File: config.mk
export PLATFORM = sky130hd
export DESIGN_NAME = serial_frame_tx
export DESIGN_NICKNAME = d
export VERILOG_FILES = /design/src/rtl/serial_tx_pkg.sv /design/src/rtl/serial_tx_fifo.sv /design/src/rtl/serial_frame_tx.sv
export SDC_FILE = /design/constraint.sdc
export NUM_CORES = 1
export LEC_CHECK = 0
export BUFFER_PORTS_ARGS = -buffer_cell sky130_fd_sc_hd__buf_4
export CORE_MARGIN = 3
export CORE_UTILIZATION = 40
export CTS_BUF_LIST = sky130_fd_sc_hd__clkbuf_8 sky130_fd_sc_hd__clkbuf_16
export CTS_CLUSTER_SIZE = 8
export DETAILED_ROUTE_END_ITERATION = 8
export PLACE_DENSITY = 0.58
export SLEW_MARGIN = 25
export SYNTH_ARGS = -nofsm -noshare
export SYNTH_HDL_FRONTEND = slang
export SYNTH_SLANG_ARGS = --single-unit
export TNS_END_PERCENT = 1
File: constraint.sdc
create_clock -name clk_i -period 2.62 [get_ports clk_i]
set_input_delay 0.786 -clock clk_i [delete_from_list [all_inputs] [get_ports clk_i]]
set_output_delay 0.786 -clock clk_i [all_outputs]
set_load 0.01 [all_outputs]
File: src/rtl/serial_tx_pkg.sv
// Shared types and helpers for the serial frame transmitter: line mode,
// parity selection, FSM state encoding and the parity-bit function.
package serial_tx_pkg;

  typedef enum logic {
    UART = 1'b0,
    PS2  = 1'b1
  } mode_t;

  typedef enum logic [1:0] {
    NONE = 2'd0,
    EVEN = 2'd1,
    ODD  = 2'd2
  } parity_t;

  typedef enum logic [2:0] {
    IDLE,
    BIT,
    SETUP,
    LOW,
    HIGH,
    GAP
  } state_t;

  localparam int PS2_FRAME_BITS = 11;

  // Unused upper bits must be zero so they do not disturb the reduction.
  function automatic logic parity_bit(input logic [8:0] d, input parity_t p);
    case (p)
      EVEN:    return ^d;
      ODD:     return ~^d;
      default: return 1'b0;
    endcase
  endfunction

endpackage

File: src/rtl/serial_tx_fifo.sv
// Synchronous word queue with registered occupancy; a push while full is
// dropped even when a pop happens in the same cycle.
module serial_tx_fifo
  import serial_tx_pkg::*;
#(
  parameter int WIDTH = 8,
  parameter int DEPTH = 16,
  parameter int LVL_W = $clog2(DEPTH + 1)
) (
  input  logic             clk_i,
  input  logic             rst_ni,
  input  logic             push_i,
  input  logic [WIDTH-1:0] wr_data_i,
  input  logic             pop_i,
  output logic [WIDTH-1:0] rd_data_o,
  output logic             full_o,
  output logic             empty_o,
  output logic [LVL_W-1:0] level_o
);

  localparam int AW = $clog2(DEPTH);
  localparam logic [AW-1:0]    PTR_ONE   = AW'(1);
  localparam logic [LVL_W-1:0] LVL_ONE   = LVL_W'(1);
  localparam logic [LVL_W-1:0] LVL_FULL  = LVL_W'(DEPTH);

  if (DEPTH < 2 || (DEPTH & (DEPTH - 1)) != 0) begin : g_depth_check
    $error("serial_tx_fifo: DEPTH must be a power of two >= 2");
  end

  logic [WIDTH-1:0] mem [DEPTH];
  logic [AW-1:0]    wr_ptr, rd_ptr;
  logic [LVL_W-1:0] count;
  logic             push_ok, pop_ok;

  assign full_o    = (count == LVL_FULL);
  assign empty_o   = (count == '0);
  assign level_o   = count;
  assign rd_data_o = mem[rd_ptr];
  assign push_ok   = push_i && !full_o;
  assign pop_ok    = pop_i && !empty_o;

  always_ff @(posedge clk_i or negedge rst_ni) begin
    if (!rst_ni) begin
      wr_ptr <= '0;
      rd_ptr <= '0;
      count  <= '0;
    end else begin
      if (push_ok) wr_ptr <= wr_ptr + PTR_ONE;
      if (pop_ok)  rd_ptr <= rd_ptr + PTR_ONE;
      case ({push_ok, pop_ok})
        2'b10:   count <= count + LVL_ONE;
        2'b01:   count <= count - LVL_ONE;
        default: count <= count;
      endcase
    end
  end

  // Storage carries no reset; only pointers and occupancy define contents.
  always_ff @(posedge clk_i) begin
    if (push_ok) mem[wr_ptr] <= wr_data_i;
  end

endmodule

File: src/rtl/serial_frame_tx.sv
// Replays queued words as UART frames or PS/2 device-to-host frames.
// Every line output is a register; the FSM owns all bit timing.
module serial_frame_tx
  import serial_tx_pkg::*;
#(
  parameter int CLK_HZ           = 100_000_000,
  parameter int DATA_BITS        = 8,
  parameter int FIFO_DEPTH       = 16,
  parameter int UART_BIT_CYCLES  = 868,
  parameter int UART_PARITY      = 0,
  parameter int UART_STOP_BITS   = 1,
  parameter int PS2_SETUP_CYCLES = 20,
  parameter int PS2_LOW_CYCLES   = 100,
  parameter int PS2_HIGH_CYCLES  = 80,
  parameter int GAP_CYCLES       = 0
) (
  input  logic                            clk_i,
  input  logic                            rst_ni,
  input  logic                            mode_i,
  input  logic [DATA_BITS-1:0]            data_i,
  input  logic                            valid_i,
  output logic                            ready_o,
  output logic                            txd_o,
  output logic                            ps2_clk_o,
  output logic                            busy_o,
  output logic [$clog2(FIFO_DEPTH+1)-1:0] level_o
);

  localparam int LVL_W       = $clog2(FIFO_DEPTH + 1);
  localparam int UART_PAR_N  = (UART_PARITY != 0) ? 1 : 0;
  localparam int UART_BITS   = 1 + DATA_BITS + UART_PAR_N + UART_STOP_BITS;
  localparam int SH_W        = (UART_BITS > PS2_FRAME_BITS) ? UART_BITS : PS2_FRAME_BITS;
  localparam int CNT_W       = $clog2(SH_W);
  localparam int T_A         = (UART_BIT_CYCLES > GAP_CYCLES) ? UART_BIT_CYCLES : GAP_CYCLES;
  localparam int T_B         = (PS2_LOW_CYCLES > PS2_HIGH_CYCLES) ? PS2_LOW_CYCLES : PS2_HIGH_CYCLES;
  localparam int T_C         = (T_B > PS2_SETUP_CYCLES) ? T_B : PS2_SETUP_CYCLES;
  localparam int TMR_MAX     = (T_A > T_C) ? T_A : T_C;
  localparam int TMR_W       = $clog2(TMR_MAX + 1);

  localparam logic [TMR_W-1:0] TMR_ONE    = TMR_W'(1);
  localparam logic [TMR_W-1:0] UART_LOAD  = TMR_W'(UART_BIT_CYCLES - 1);
  localparam logic [TMR_W-1:0] SETUP_LOAD = TMR_W'(PS2_SETUP_CYCLES - 1);
  localparam logic [TMR_W-1:0] LOW_LOAD   = TMR_W'(PS2_LOW_CYCLES - 1);
  localparam logic [TMR_W-1:0] HIGH_LOAD  = TMR_W'(PS2_HIGH_CYCLES - 1);
  localparam logic [TMR_W-1:0] GAP_LOAD   = TMR_W'((GAP_CYCLES > 0) ? GAP_CYCLES - 1 : 0);
  localparam logic [CNT_W-1:0] CNT_ONE    = CNT_W'(1);
  localparam logic [CNT_W-1:0] UART_LAST  = CNT_W'(UART_BITS - 1);
  localparam logic [CNT_W-1:0] PS2_LAST   = CNT_W'(PS2_FRAME_BITS - 1);
  localparam parity_t          UART_PAR   = parity_t'(UART_PARITY[1:0]);
  localparam state_t           END_STATE  = (GAP_CYCLES > 0) ? GAP : IDLE;

  if (DATA_BITS < 5 || DATA_BITS > 9 || CLK_HZ <= 0) begin : g_param_check
    $error("serial_frame_tx: DATA_BITS must be 5..9 and CLK_HZ positive");
  end

  state_t             state_q, state_d;
  logic [TMR_W-1:0]   tmr_q, tmr_d;
  logic [CNT_W-1:0]   bit_cnt_q, bit_cnt_d;
  logic [SH_W-1:0]    shreg_q, shreg_d;
  logic               txd_q, txd_d;
  logic               ps2_clk_q, ps2_clk_d;
  logic               busy_q;
  logic               pop;
  logic               fifo_full, fifo_empty;
  logic [DATA_BITS-1:0] fifo_rd_data;
  logic [8:0]         data_ext;
  logic [SH_W-1:0]    uart_frame, ps2_frame;

  serial_tx_fifo #(
    .WIDTH (DATA_BITS),
    .DEPTH (FIFO_DEPTH),
    .LVL_W (LVL_W)
  ) u_fifo (
    .clk_i     (clk_i),
    .rst_ni    (rst_ni),
    .push_i    (valid_i),
    .wr_data_i (data_i),
    .pop_i     (pop),
    .rd_data_o (fifo_rd_data),
    .full_o    (fifo_full),
    .empty_o   (fifo_empty),
    .level_o   (level_o)
  );

  assign ready_o   = !fifo_full;
  assign txd_o     = txd_q;
  assign ps2_clk_o = ps2_clk_q;
  assign busy_o    = busy_q;

  // Frames are built LSB-first; idle-high filler above the last bit.
  always_comb begin
    data_ext = '0;
    data_ext[DATA_BITS-1:0] = fifo_rd_data;
    uart_frame = '1;
    uart_frame[0] = 1'b0;
    uart_frame[DATA_BITS:1] = fifo_rd_data;
    if (UART_PAR_N != 0) uart_frame[DATA_BITS+1] = parity_bit(data_ext, UART_PAR);
    ps2_frame = '1;
    ps2_frame[0] = 1'b0;
    ps2_frame[8:1] = data_ext[7:0];
    ps2_frame[9] = parity_bit({1'b0, data_ext[7:0]}, ODD);
  end

  always_ff @(posedge clk_i or negedge rst_ni) begin
    if (!rst_ni) state_q <= IDLE;
    else         state_q <= state_d;
  end

  always_comb begin
    state_d = state_q;
    case (state_q)
      IDLE:  if (!fifo_empty) state_d = (mode_t'(mode_i) == PS2) ? SETUP : BIT;
      BIT:   if (tmr_q == '0 && bit_cnt_q == '0) state_d = END_STATE;
      SETUP: if (tmr_q == '0) state_d = LOW;
      LOW:   if (tmr_q == '0) state_d = HIGH;
      HIGH:  if (tmr_q == '0) state_d = (bit_cnt_q == '0) ? END_STATE : SETUP;
      GAP:   if (tmr_q == '0) state_d = IDLE;
      default: state_d = IDLE;
    endcase
  end

  always_comb begin
    pop       = 1'b0;
    tmr_d     = tmr_q;
    bit_cnt_d = bit_cnt_q;
    shreg_d   = shreg_q;
    txd_d     = txd_q;
    ps2_clk_d = ps2_clk_q;
    case (state_q)
      IDLE: begin
        txd_d     = 1'b1;
        ps2_clk_d = 1'b1;
        if (!fifo_empty) begin
          pop = 1'b1;
          if (mode_t'(mode_i) == PS2) begin
            shreg_d   = ps2_frame;
            bit_cnt_d = PS2_LAST;
            tmr_d     = SETUP_LOAD;
            txd_d     = ps2_frame[0];
          end else begin
            shreg_d   = uart_frame;
            bit_cnt_d = UART_LAST;
            tmr_d     = UART_LOAD;
            txd_d     = uart_frame[0];
          end
        end
      end
      BIT, HIGH: begin
        // Bit boundary: UART moves to the next bit, PS/2 to the next setup.
        if (tmr_q != '0) begin
          tmr_d = tmr_q - TMR_ONE;
        end else if (bit_cnt_q == '0) begin
          txd_d     = 1'b1;
          ps2_clk_d = 1'b1;
          tmr_d     = GAP_LOAD;
        end else begin
          shreg_d   = shreg_q >> 1;
          txd_d     = shreg_q[1];
          bit_cnt_d = bit_cnt_q - CNT_ONE;
          tmr_d     = (state_q == BIT) ? UART_LOAD : SETUP_LOAD;
        end
      end
      SETUP: begin
        if (tmr_q != '0) tmr_d = tmr_q - TMR_ONE;
        else begin
          ps2_clk_d = 1'b0;
          tmr_d     = LOW_LOAD;
        end
      end
      LOW: begin
        if (tmr_q != '0) tmr_d = tmr_q - TMR_ONE;
        else begin
          ps2_clk_d = 1'b1;
          tmr_d     = HIGH_LOAD;
        end
      end
      GAP: begin
        txd_d     = 1'b1;
        ps2_clk_d = 1'b1;
        if (tmr_q != '0) tmr_d = tmr_q - TMR_ONE;
      end
      default: begin
        txd_d     = 1'b1;
        ps2_clk_d = 1'b1;
      end
    endcase
  end

  always_ff @(posedge clk_i or negedge rst_ni) begin
    if (!rst_ni) begin
      tmr_q     <= '0;
      bit_cnt_q <= '0;
      txd_q     <= 1'b1;
      ps2_clk_q <= 1'b1;
      busy_q    <= 1'b0;
    end else begin
      tmr_q     <= tmr_d;
      bit_cnt_q <= bit_cnt_d;
      txd_q     <= txd_d;
      ps2_clk_q <= ps2_clk_d;
      busy_q    <= (state_d != IDLE);
    end
  end

  always_ff @(posedge clk_i) begin
    shreg_q <= shreg_d;
  end

endmodule

## Word-level counts from Yosys, hierarchy flattened

Memories as Yosys holds them, arrays and structs flattened.
Cells that the tools add are included.

- Equality and inequality tests: 15
- Bitwise operators: 1
- Add/subtract/negate cells: 6
- Reductions and logical operators: 21
- Multiplexer cells: 42

Operator list:

| cell | count |
|---|---|
| 2-to-1 mux 10 bit | 9 |
| case mux 10 bit (5 select lines) | 1 |
| 2-to-1 mux 11 bit | 3 |
| case mux 11 bit (2 select lines) | 1 |
| 2-to-1 mux 3 bit | 6 |
| case mux 3 bit (6 select lines) | 1 |
| inequality test 2 bit (second input constant) | 7 |
| 2-to-1 mux 4 bit | 3 |
| 2-to-1 mux 1 bit | 11 |
| logical NOT 10 bit | 1 |
| case mux 5 bit (2 select lines) | 1 |
| nonzero test 10 bit | 1 |
| subtractor 10 x 1 -> 10 bit (second input constant) | 1 |
| XNOR reduction 9 bit | 1 |
| adder 4 x 1 -> 4 bit (second input constant) | 2 |
| case mux 4 bit (2 select lines) | 1 |
| AND reduction 4 bit | 2 |
| == test 3 x 2 -> 1 bit (second input constant) | 2 |
| == test 3 bit (second input constant) | 2 |
| 2-to-1 mux 2 bit | 3 |
| case mux 1 bit (3 select lines) | 2 |
| adder 5 x 1 -> 5 bit (second input constant) | 1 |
| == test 5 bit (second input constant) | 1 |
| logical NOT 5 bit | 1 |
| other kinds (16) | 21 |

- Register bits after elaboration: 44
- Memories: 1
- Bits in writable memories: 128
- Logic and storage cells: 96
- Output and inout port bits: 9

Memories:

| name | depth | bits a word | rd ports | clocked after Yosys merged registers in | write ports | RTL line | RTL |
|---|---|---|---|---|---|---|---|
| u_fifo.mem | 16 | 8 | 1 | 0 | 1 | serial_tx_fifo.sv:30 | `logic [WIDTH-1:0] mem [DEPTH];` |

## Logic depth before layout (Yosys ltp)

Gate-level depths: netlist (run 1).

- Depth in word-level cells: 6
- Depth in mapped cells: 14
- Depth with buffers taken out: 13

## Cells and area by module

A second synthesis (run 1) with hierarchy kept.

- Cell total of the unflattened synthesis: 566
- Area, all modules: 7827.5 um^2

By module, submodules not included:

| module | times used | cells an instance | area each (um^2) |
|---|---|---|---|
| serial_tx_fifo | 1 | 332 | 5779.3 |
| serial_frame_tx | 1 | 234 | 2048.2 |

## Worst setup path after synthesis (run 1)

No wires, ideal clock.

- Path kind: flip-flop to flip-flop
- Start: reg u_fifo.count[1] (netlist: u_fifo.level_o[1])
- End: reg u_fifo.count[4] (netlist: u_fifo.level_o[4])
- Data arrival time: 2549 ps
- Cell stages (with the launch flop): 15
- Path slack: -56 ps
- Path through: dfrtp_1 -> nor4_1 -> nand2_1 -> and2_1 -> clkbuf_1 -> inv_1 -> ha_1 -> inv_1 -> fa_1 -> inv_1 -> a21o_1 -> a21oi_1 -> xnor2_1 -> nor2_1 -> xor2_1

- Elaborated cells on any way between the ends: 14
- Classes of those cells: add/sub (2); eq/ne (3); mux (3); reduce/logical (6)

RTL lines:

| element | RTL line | RTL |
|---|---|---|
| start, declared | serial_tx_fifo.sv:32 | `logic [LVL_W-1:0] count;` |
| start signal, assigned | serial_tx_fifo.sv:51 | `2'b10: count <= count + LVL_ONE;` |
| start signal, assigned | serial_tx_fifo.sv:52 | `2'b01: count <= count - LVL_ONE;` |
| start signal, assigned | serial_tx_fifo.sv:53 | `default: count <= count;` |
| == test 5 bit (*) | serial_tx_fifo.sv:35 | `assign full_o = (count == LVL_FULL);` |
| logical NOT 1 bit (*) | -- |  |
| net ready_o | serial_frame_tx.sv:22 | `output logic ready_o,` |
| logical AND 1 bit (*) | serial_tx_fifo.sv:39 | `assign push_ok = push_i && !full_o;` |
| == test 2 x 1 -> 1 bit or == test 2 bit (tied branches) | serial_tx_fifo.sv:50 | `case ({push_ok, pop_ok})` |
| case mux 5 bit (2 select lines) or nonzero test 2 bit (tied branches) | -- |  |

Mark *: on every way through the listed nets, which the timed path passes. The rest lies on a longest branch.
A chain may end at the register's enable or synchronous reset.

## Worst setup path in the final report (run 1)

- Start: reg u_fifo.rd_ptr[0]
- End: reg shreg_q[9], data pin

- Cells in the longest elaborated chain, start to end: 5

Ends and longest elaborated chain:

| element | RTL line | RTL |
|---|---|---|
| start, declared | serial_tx_fifo.sv:31 | `logic [AW-1:0] wr_ptr, rd_ptr;` |
| start signal, assigned | serial_tx_fifo.sv:49 | `if (pop_ok) rd_ptr <= rd_ptr + PTR_ONE;` |
| memory (16 x 8 bit) | -- |  |
| XNOR reduction 9 bit | serial_tx_pkg.sv:31 | `ODD: return ~^d;` |
| 2-to-1 mux 10 bit | serial_frame_tx.sv:135 | `if (mode_t'(mode_i) == PS2) begin` |
| 2-to-1 mux 11 bit | serial_frame_tx.sv:133 | `if (!fifo_empty) begin` |
| case mux 11 bit (2 select lines) | serial_frame_tx.sv:129 | `case (state_q)` |
| net shreg_d[9] | serial_frame_tx.sv:59 | `logic [SH_W-1:0] shreg_q, shreg_d;` |
| end signal, assigned | serial_frame_tx.sv:206 | `shreg_q <= shreg_d;` |
| end, declared | serial_frame_tx.sv:59 |  |

The timed path passes the listed nets, and every way through them passes these cells. The select of a mux whose other input is x is not followed.

==> flow_summary.json, run 1 <==
{
  "outcome": "finished clean",
  "setup_viol": 0,
  "synth_compound_area_frac": 0.07135,
  "min_period_ns": 2.498,
  "wire_per_inst_um": 19.01,
  "clkPwrFrac": 0.371,
  "final_max_slew_viol_count": 0,
  "fin_worst_skew_ns": 0.01927,
  "die_height_um": 143.8,
  "layout.cells.non_filler": 816,
  "fill_cells": 1529,
  "hold_ws_ns": 0.2910,
  "synth_fa_ha_area_frac": 0.02241,
  "syn_inst": 520,
  "wirelength_um": 15510,
  "drt-pass1-iter-count": 5,
  "placed_area_mm2": 0.008183,
  "dieArea_mm2": 0.02067,
  "numPortBuffers": 20,
  "n_antenna_cell": 0,
  "syn_area_mm2": 0.007594,
  "dp.cells": 780,
  "p_leak_nw": 3.157,
  "sequentialPowerShare": 0.506,
  "grt_overflow": 0,
  "synth.distinct_cells": 51,
  "p_sw_mw": 1.736,
  "max-vdd-ir-drop_uv": 478.0,
  "tns_ns": 0,
  "drt_iter0_markers": 261,
  "routed-via-count": 4456,
  "cts_inserted_buffers": 17,
  "synthFlopType": "edfxtp_1",
  "core.rowCount": 49,
  "powerDensity_mw_per_mm2": 751.6,
  "syn_avg_cell_area_um2": 14.60,
  "critPathMaxFanout": 10,
  "min_path_type": "input port to async pin",
  "drive_gt1_frac": 0.2215,
  "synth-simple-area-share": 0.08865,
  "synth_top_family_by_area": "multiplexers",
  "crit_type": "flop to flop",
  "yosysWarnings": 0,
  "synth_seq_area_share": 0.6548,
  "internal-power_mw": 4.916,
  "synth_mux_area_frac": 0.1035,
  "grt_pass1_vias": 4454,
  "synth_top_area_cell": "edfxtp_1",
  "synth_fp_nets": 545,
  "cts_tree": "yes",
  "synthTopCellsByArea": "edfxtp_1 55%, dfrtp_1 10%, mux4_2 5.9%",
  "final_cell_area_mm2": 0.008851,
  "grt.total_usage": 0.1581,
  "cts.clk_slew.worst_paths_ns": 0.07,
  "ys_ff_latch": 171,
  "worstSkewPairLatency_ns": 0.44,
  "area_growth_pct": 16.56,
  "gp_congestion": 0.8080,
  "die_w_um": 143.8,
  "grt_first_pass_wirelength_um": 24580,
  "cts_buffer_depth": 2,
  "h-tree-depth": 4,
  "fin_crit_sh": 0.9535,
  "fin_nets": 599,
  "cts_num_sinks": 171,
  "cts-root-buf": "clkbuf_16",
  "start_util": 0.4142,
  "async_flop_share": 0.1930,
  "max_slew_margin": 0.5047,
  "setup_ws_ns": 0.1218,
  "core-area_mm2": 0.01833,
  "fmax_mhz": 400.3,
  "cp-start-kind": "flop",
  "synth_xor_area_frac": 0.02653,
  "place_hpwl_um": 10440,
  "via_per_inst": 5.461,
  "hold_violations": 0,
  "combPwrFrac": 0.124,
  "drv_cap": 0,
  "grt_max_degree": 35,
  "worstPathArrival_ns": 2.66,
  "ant_nets": 0,
  "ctsHoldBuffers": 0,
  "antenna_found_initial": 0,
  "drcViolationCount": 0,
  "tightest_slew_ns": 0.7333,
  "synth_edf_count": 138,
  "io_pins": 21,
  "cp.required_ns": 2.78,
  "pre_cts_slack_ns": -0.004225,
  "synth_top_area_frac": 0.5457,
  "p_sw_frac": 0.2610,
  "end_kind": "flop"
}
power by group through the flow:
stage / Clock [mW] / Sequential [mW] / Combinational (mW)
final: 2.47 / 3.36 / 0.823
after global routing: 2.64 / 3.38 / 0.913
after CTS: 2.52 / 3.35 / 0.809
after detailed placement: 0 / 3.40 / 0.795
after global placement: 0 / 3.39 / 0.771
after floorplan: 0 / 3.36 / 0.466
through the flow:
| stage | util | power [mW] |
|---|---|---|
| global placement | 0.4464 | 4.162 |
| detailed placement | 0.4464 | 4.196 |
| global route | 0.4828 | 6.939 |
| floorplan | - | 3.830 |
| CTS | 0.4783 | 6.671 |
| finish | 0.4828 | 6.652 |
per-layer routing:
layer,vias up,track usage,part of all wire,wire length (µm)
met5,-,0,0,0
met4,0,0.05946,0.019,288
met3,23,0.03361,0.039,610
met2,100,0.2594,0.50,7774
met1,2251,0.2085,0.44,6836
li1,2082,-,-,-
layout by cell type, fill, tap and decap left out, drive strengths merged, types with 4 or more instances in the layout:
cell / count
nand3: 4
a221oi: 5
nand2b: 6
inv: 23
a22oi: 16
xnor2: 16
nor4: 4
and2: 6
nor3: 13
xor2: 7
o21ai: 22
buf: 63
nand2: 60
mux4: 32
dfrtp: 31
edfxtp: 138
nor2b: 4
clkbuf: 18
ha: 12
nand4: 4
a21oi: 20
nor2: 41
a31oi: 5
synthesized netlist by cell type (all sizes together) (2+ instances only):
library cell	instances
dfrtp	31
mux2i	2
nor4	4
nand4	4
and2	6
inv	15
or3	3
a21oi	20
a221oi	5
ha	12
nor3	13
o211ai	2
clkbuf	14
nand3	4
o21ai	22
mux4	32
nand2b	6
buf	12
a31oi	5
a211oi	2
a21o	3
a22oi	16
edfxtp	138
xnor2	16
nand2	60
nor2b	4
o22ai	2
xor2	7
nor2	41
dfstp	2
o31ai	3
clkdlybuf4s25	3
worst max-delay path, cell delays in order (launching register included):
cell and delay (ns):
dfrtp_2 0.45, buf_4 0.17, clkbuf_16 0.18, mux4_2 0.49, a22oi_1 0.20, nand2_1 0.14, xor2_2 0.18, xnor2_1 0.19
xnor2_1 0.14, a31oi_1 0.09
path summary, 6_finish.rpt:
path	start	to	slack (ns)	depth (start not counted)
worst min-delay path	rst_ni	u_fifo.level_o[2]	0.29	1
min in group clk_i	ps2_clk_o	ps2_clk_o	0.47	2
max in group asynchronous	rst_ni	txd_o	1.98	1
worst max-delay path	u_fifo.rd_ptr[0]	shreg_q[9]	0.12	9
worst min register to register	ps2_clk_o	ps2_clk_o	0.47	2
worst max register to register	u_fifo.rd_ptr[0]	shreg_q[9]	0.12	9
flip-flops by register name, indices dropped and copies added (netlist names):
register and flops:
u_fifo.wr_ptr 4, shreg_q 10, busy_o 1, u_fifo.mem 128, u_fifo.rd_ptr 4, tmr_q 10, bit_cnt_q 4, ps2_clk_o 1
txd_o 1, state_q 3, u_fifo.level_o 5
what timing repair did:
item,CTS,global route
endpoints found under the setup margin,1,3
buffers inserted,1,2
resized for setup,0,9
gates cloned,0,1
pin swaps,0,1
cell families (layout without fill, tap and decap cells):
logic type,Yosys count,count (layout)
buffers and inverters,44,111
adder cells (fa/ha/maj),13,13
flip-flops,171,171
AND/OR/NAND/NOR,150,150
multiplexers,34,34
XOR/XNOR,23,23
AO/OA/AOI/OAI,85,85
final cells by class:
class,instances,area (µm²),share of cell area
inverter,15,56.30,0.006361
clock inverter,15,152.6,0.01725
timing repair buffer,64,535.5,0.06050
sequential,171,4976,0.5622
clock buffer,17,425.4,0.04806
tap,229,286.5,0.03237
multi-input combinational,305,2419,0.2733
Power figures use the tool's default switching activity.
==> run 2, diff against run 1 <==
--- a/config.mk
+++ b/config.mk
@@ -6,7 +6,7 @@
 export NUM_CORES = 1
 export LEC_CHECK = 0
 export BUFFER_PORTS_ARGS = -buffer_cell sky130_fd_sc_hd__buf_4
-export CORE_MARGIN = 3
+export CORE_MARGIN = 2
 export CORE_UTILIZATION = 40
 export CTS_BUF_LIST = sky130_fd_sc_hd__clkbuf_8 sky130_fd_sc_hd__clkbuf_16
 export CTS_CLUSTER_SIZE = 8
==> run 2 against run 1 <==
  * Flip-flop and latch count is the same
  * Critical path depth fell by 1
  * Setup slack gained 0.0023 ns
  * Die area fell by 2.8%
  * First-iteration DRC count rose by 56%
  * Register-to-register slack about the same
  * Final cell count grew 1.3%
  * Critical endpoint unchanged
  * Critical path type unchanged
  * Clock skew fell by 0.0056 ns
  * Clock power about the same
  * Fmax about the same
==> flow_summary.json, run 2 (synthesized netlist as in run 1, its figures left out) <==
{
  "slowest_stage": "mux4_1",
  "wirelength_um": 15630,
  "min_path_type": "input port to async pin",
  "die_height_um": 141.8,
  "worstPathArrival_ns": 2.64,
  "drv_cap": 0,
  "fin_nets": 605,
  "grt.total_usage": 0.1628,
  "gp_congestion": 0.8231,
  "area_growth_pct": 17.93,
  "end_kind": "flop",
  "hold_violations": 0,
  "drive_gt1_frac": 0.2428,
  "place_hpwl_um": 10210,
  "tightest_slew_ns": 0.5287,
  "cts.clk_slew.worst_paths_ns": 0.07,
  "largest_reg_flops": 128,
  "fmax_mhz": 400.7,
  "rsz0062_at_grt": "true",
  "crit_type": "flop to flop",
  "fin_worst_skew_ns": 0.01365,
  "cp.required_ns": 2.77,
  "via_per_inst": 5.385,
  "max_slew_margin": 0.6448,
  "outcome": "finished clean",
  "wire_per_inst_um": 18.90,
  "cts_inserted_buffers": 17,
  "crit_path_cell_trace": "buf_12 -> mux4_1 -> a22oi_1 -> nand2_1 -> xnor2_2 -> xnor2_1 -> xnor2_1 -> a31oi_1",
  "regMostFlops": "u_fifo.mem",
  "grt_pass1_vias": 4398,
  "worstSkewPairLatency_ns": 0.42,
  "setup_viol": 0,
  "final_max_slew_viol_count": 0,
  "antenna_found_initial": 0,
  "grt_max_degree": 35,
  "cts_tree": "yes",
  "cts_buffer_depth": 2,
  "max_stage_delay_ns": 0.54,
  "p_leak_nw": 3.211,
  "core-area_mm2": 0.01864,
  "utilization": 0.4803,
  "total_power_mw": 6.644,
  "max-vdd-ir-drop_uv": 436.9,
  "final_common_cell": "edfxtp_1",
  "ctsHoldBuffers": 0,
  "io_pins": 21,
  "largestRegisters": "u_fifo.mem: 128 flops, shreg_q: 10 flops, tmr_q: 10 flops",
  "routed-via-count": 4453,
  "core.rowCount": 50,
  "drcViolationCount": 0,
  "n_antenna_cell": 0,
  "fill_cells": 1619,
  "cpMostUsedCell": "xnor2_1",
  "ant_nets": 0,
  "drt_iter0_markers": 408,
  "final_cell_mix": "138 x edfxtp_1, 64 x buf_4, 56 x nand2_1, 41 x nor2_1, 29 x dfrtp_1",
  "dieArea_mm2": 0.02010,
  "min_period_ns": 2.496,
  "cp-start-kind": "flop",
  "fin_crit_sh": 0.9526,
  "critPathMaxFanout": 7,
  "start_util": 0.4073,
  "die_w_um": 141.8,
  "numPortBuffers": 20,
  "cts_num_sinks": 171,
  "grt_overflow": 0,
  "grt_first_pass_wirelength_um": 24410,
  "cts-root-buf": "clkbuf_16",
  "drt-pass1-iter-count": 5,
  "h-tree-depth": 4,
  "powerDensity_mw_per_mm2": 741.9
}
run 2: cell count changes in the layout (fill, tap and decap cells not counted), moves of 2 or more:
cell / change
xnor2_2: +2
inv_6: -2
buf_4: +4
nand2_2: +4
buf_6: +2
a22oi_1: -4
a22oi_2: +4
xnor2_1: -2
nand2_1: -4
run 2: timing repair:
action,4_1_cts,5_1_grt
resized for setup,1,19
buffers inserted,2,3
pin swaps,0,5
cloned,0,3
setup endpoints to repair,1,4
run 2: per-stage QoR:
step | setup slack, ns | TNS [ns] | area, µm² | hold WS [ns] | std cells
after global routing | -0.01356 | -0.01356 | 8955 | 0.3302 | 827
after CTS | 0.0007698 | 0 | 8798 | 0.3161 | 821
final | 0.1241 | 0 | 8955 | 0.3149 | 827
after floorplan | 0.02776 | 0 | 7601 | 0.4557 | 520
after global placement | 0.04026 | 0 | 8192 | 0.4569 | 787
after detailed placement | -0.06470 | -0.06470 | 8192 | 0.4649 | 787
run 2: layout make-up:
cell class | instances | area, µm² | share of cell area
inverters | 15 | 56.30 | 0.006288
clock buffers | 17 | 425.4 | 0.04751
flip-flops and latches | 171 | 4975 | 0.5555
multi-input cells | 305 | 2455 | 0.2741
well taps | 234 | 292.8 | 0.03270
repair buffers | 70 | 593.1 | 0.06623
clock inverters | 15 | 157.7 | 0.01761
run 2: worst paths after layout:
kind / from / to / slack (ns) / cells after the start
max in group asynchronous: rst_ni / u_fifo.rd_ptr[0] / 1.95 / 1
worst max-delay path: u_fifo.rd_ptr[0] / shreg_q[9] / 0.12 / 8
min in group clk_i: ps2_clk_o / ps2_clk_o / 0.48 / 2
worst max register to register: u_fifo.rd_ptr[0] / shreg_q[9] / 0.12 / 8
worst min-delay path: rst_ni / u_fifo.level_o[2] / 0.31 / 1
worst min register to register: ps2_clk_o / ps2_clk_o / 0.48 / 2
run 2: power breakdown:
group	total, mW	internal [mW]	switching, mW
Combinational	0.848	0.375	0.474
Sequential	3.35	3.21	0.137
Clock	2.45	1.35	1.10
Total	6.64	4.93	1.71
run 2: worst max-delay path, delay by kind of cell (launching register included):
family | cells | cell delay [ns]
multiplexers | 1 | 0.54
XOR/XNOR | 3 | 0.50
flip-flops | 1 | 0.52
AO/OA/AOI/OAI | 2 | 0.36
AND/OR/NAND/NOR | 1 | 0.14
buffers and inverters | 1 | 0.17
run 2: routing by layer:
| metal | track usage | wire [µm] | part of all wire | vias up |
|---|---|---|---|---|
| li1 | - | - | - | 2104 |
| met1 | 0.2136 | 7000 | 0.45 | 2216 |
| met2 | 0.2667 | 7693 | 0.49 | 119 |
| met3 | 0.04725 | 728 | 0.047 | 14 |
| met4 | 0.04474 | 210 | 0.013 | 0 |
| met5 | 0 | 0 | 0 | - |
==> run 3, diff against run 2 <==
--- a/config.mk
+++ b/config.mk
@@ -7,11 +7,11 @@
 export LEC_CHECK = 0
 export BUFFER_PORTS_ARGS = -buffer_cell sky130_fd_sc_hd__buf_4
 export CORE_MARGIN = 2
-export CORE_UTILIZATION = 40
+export CORE_UTILIZATION = 55
 export CTS_BUF_LIST = sky130_fd_sc_hd__clkbuf_8 sky130_fd_sc_hd__clkbuf_16
 export CTS_CLUSTER_SIZE = 8
 export DETAILED_ROUTE_END_ITERATION = 8
-export PLACE_DENSITY = 0.58
+export PLACE_DENSITY = 0.75
 export SLEW_MARGIN = 25
 export SYNTH_ARGS = -nofsm -noshare
 export SYNTH_HDL_FRONTEND = slang
==> constraint.sdc (replaced) <==
create_clock -name clk_i -period 2.1 [get_ports clk_i]
set_input_delay 0.63 -clock clk_i [delete_from_list [all_inputs] [get_ports clk_i]]
set_output_delay 0.63 -clock clk_i [all_outputs]
set_load 0.005 [all_outputs]
==> run 3 against run 2 <==
  * The run now ends with negative setup slack left
  * Via count increased by 9.8%
  * Wire length increased by 11%
  * Design area increased by 5.3%
  * Combinational power increased by 39%
  * Total power increased by 30%
  * Critical path type unchanged
  * Utilization increased by 23 points
  * Sequential share of layout area decreased by 2.8 points
==> flow_summary.json, run 3 (synthesized netlist as in run 1, its figures left out) <==
{
  "largest_reg_flops": 128,
  "drive_gt1_frac": 0.3523,
  "place_hpwl_um": 10490,
  "violations": "negative setup slack",
  "fill_cells": 831,
  "rrSetupSlack_ns": -0.47,
  "antenna_found_initial": 0,
  "wire_per_inst_um": 21.54,
  "fin_crit_sh": 1.223,
  "cts_tree": "yes",
  "worstPathArrival_ns": 2.74,
  "gp_congestion": 0.9031,
  "powerDensity_mw_per_mm2": 913.2,
  "tightest_slew_ns": 0.9462,
  "area_growth_pct": 24.16,
  "cts_buffer_depth": 2,
  "drt_iter0_markers": 547,
  "min_period_ns": 2.568,
  "drcViolationCount": 0,
  "core-area_mm2": 0.01335,
  "cts_inserted_buffers": 17,
  "largestRegisters": "u_fifo.mem: 128 flops, shreg_q: 10 flops, tmr_q: 10 flops",
  "p_leak_nw": 3.467,
  "fmax_mhz": 389.5,
  "min_path_type": "input port to async pin",
  "fin_worst_skew_ns": 0.006644,
  "max_slew_margin": 0.3669,
  "grt_max_degree": 34,
  "cts-root-buf": "clkbuf_16",
  "final_max_slew_viol_count": 0,
  "fin_nets": 646,
  "grt.total_usage": 0.2406,
  "core.rowCount": 42,
  "drv_cap": 0,
  "regMostFlops": "u_fifo.mem",
  "tns_ns": -1.560,
  "routed-via-count": 4891,
  "cp.required_ns": 2.27,
  "grt_first_pass_wirelength_um": 26010,
  "start_util": 0.5689,
  "hold_ws_ns": 0.1494,
  "cts_num_sinks": 171,
  "crit_type": "flop to flop",
  "worstSkewPairLatency_ns": 0.42,
  "dp.cells": 757,
  "cp-start-kind": "flop",
  "dieArea_mm2": 0.01476,
  "die_w_um": 121.5,
  "drt-pass1-iter-count": 6,
  "cts.clk_slew.worst_paths_ns": 0.06,
  "via_per_inst": 6.046,
  "io_pins": 21,
  "grt_pass1_vias": 4910,
  "utilization": 0.7063,
  "layout.cells.non_filler": 809,
  "die_height_um": 121.5,
  "outcome": "finished with violations",
  "ant_nets": 0,
  "hold_violations": 0,
  "final_cell_mix": "138 x edfxtp_1, 91 x buf_4, 48 x nand2_1, 41 x nor2_1, 30 x dfrtp_1",
  "rsz0062_at_grt": "true",
  "h-tree-depth": 4,
  "numPortBuffers": 20,
  "wirelength_um": 17420,
  "critPathMaxFanout": 6,
  "max-vdd-ir-drop_uv": 840.1,
  "setup_viol": 11,
  "setup_ws_ns": -0.4676,
  "end_kind": "flop",
  "final_common_cell": "edfxtp_1",
  "grt_overflow": 0,
  "n_antenna_cell": 0
}
## run 3: changes by cell type in the layout (fill, tap and decap cells not counted), moves of 4 or more
| cell | change |
|---|---|
| o21ai_1 | +4 |
| nand2_2 | +8 |
| mux4_2 | +6 |
| a22oi_2 | +8 |
| a22oi_1 | -8 |
| o21ai_0 | -5 |
| buf_4 | +27 |
| buf_6 | +10 |
| clkinv_2 | +4 |
| mux4_1 | -6 |
| inv_8 | -4 |
| nand2_1 | -8 |
## run 3: metal layers
| layer | wire (µm) | up-vias | GRT usage |
|---|---|---|---|
| met5 | 0 | - | 0 |
| met4 | 512 | 0 | 0.1221 |
| met3 | 1113 | 40 | 0.06062 |
| met2 | 8888 | 190 | 0.3782 |
| met1 | 6908 | 2494 | 0.3147 |
| li1 | - | 2167 | - |
## run 3: layout make-up
cell class / count / area [µm²] / share of cell area
clock buffers: 17 / 425.4 / 0.04512
clock inverters: 14 / 180.2 / 0.01911
inverters: 15 / 56.30 / 0.005972
multi-input cells: 305 / 2589 / 0.2746
flip-flops and latches: 171 / 4974 / 0.5275
well taps: 176 / 220.2 / 0.02336
repair buffers: 111 / 983.4 / 0.1043
## run 3: metrics by stage
step | power [mW] | setup WS [ns] | instance area [µm²]
final | 8.609 | -0.4676 | 9428
after global routing | 8.910 | -0.5334 | 9428
after CTS | 8.535 | -0.3357 | 9131
after detailed placement | 5.317 | -0.3871 | 8372
after global placement | 5.233 | -0.2754 | 8372
after floorplan | 4.772 | -0.2400 | 7627
## run 3: worst max-delay path: stages, from the launching register on
cell	delay [ns]
dfrtp_2	0.42
buf_4	0.14
buf_12	0.13
buf_8	0.12
buf_4	0.13
mux4_2	0.45
a22oi_2	0.20
nand2_2	0.10
xnor2_2	0.22
xnor2_2	0.15
xnor2_1	0.14
a31oi_1	0.10
## run 3: what timing repair did
| action | in CTS | in global routing |
|---|---|---|
| endpoints found under the setup margin | 29 | 37 |
| pin swaps | 11 | 24 |
| setup buffers | 8 | 11 |
| cloned | 0 | 2 |
| gates resized for setup | 23 | 54 |
| hold buffers | 0 | 0 |
## run 3: where the power goes
group          internal [mW]  leakage [nW]  switching, mW
clock                   1.97         0.297           1.26
sequential              4.01          1.63          0.190
combinational          0.547          1.54          0.636
## run 3: path summary, 6_finish.rpt
path,from,endpoint,cells past startpoint
worst min register to register,ps2_clk_o,ps2_clk_o,2
worst max register to register,u_fifo.rd_ptr[0],shreg_q[9],11
max in group asynchronous,rst_ni,u_fifo.rd_ptr[0],1
worst max-delay path,u_fifo.rd_ptr[0],shreg_q[9],11
worst min-delay path,rst_ni,u_fifo.level_o[1],1
min in group clk_i,ps2_clk_o,ps2_clk_o,2
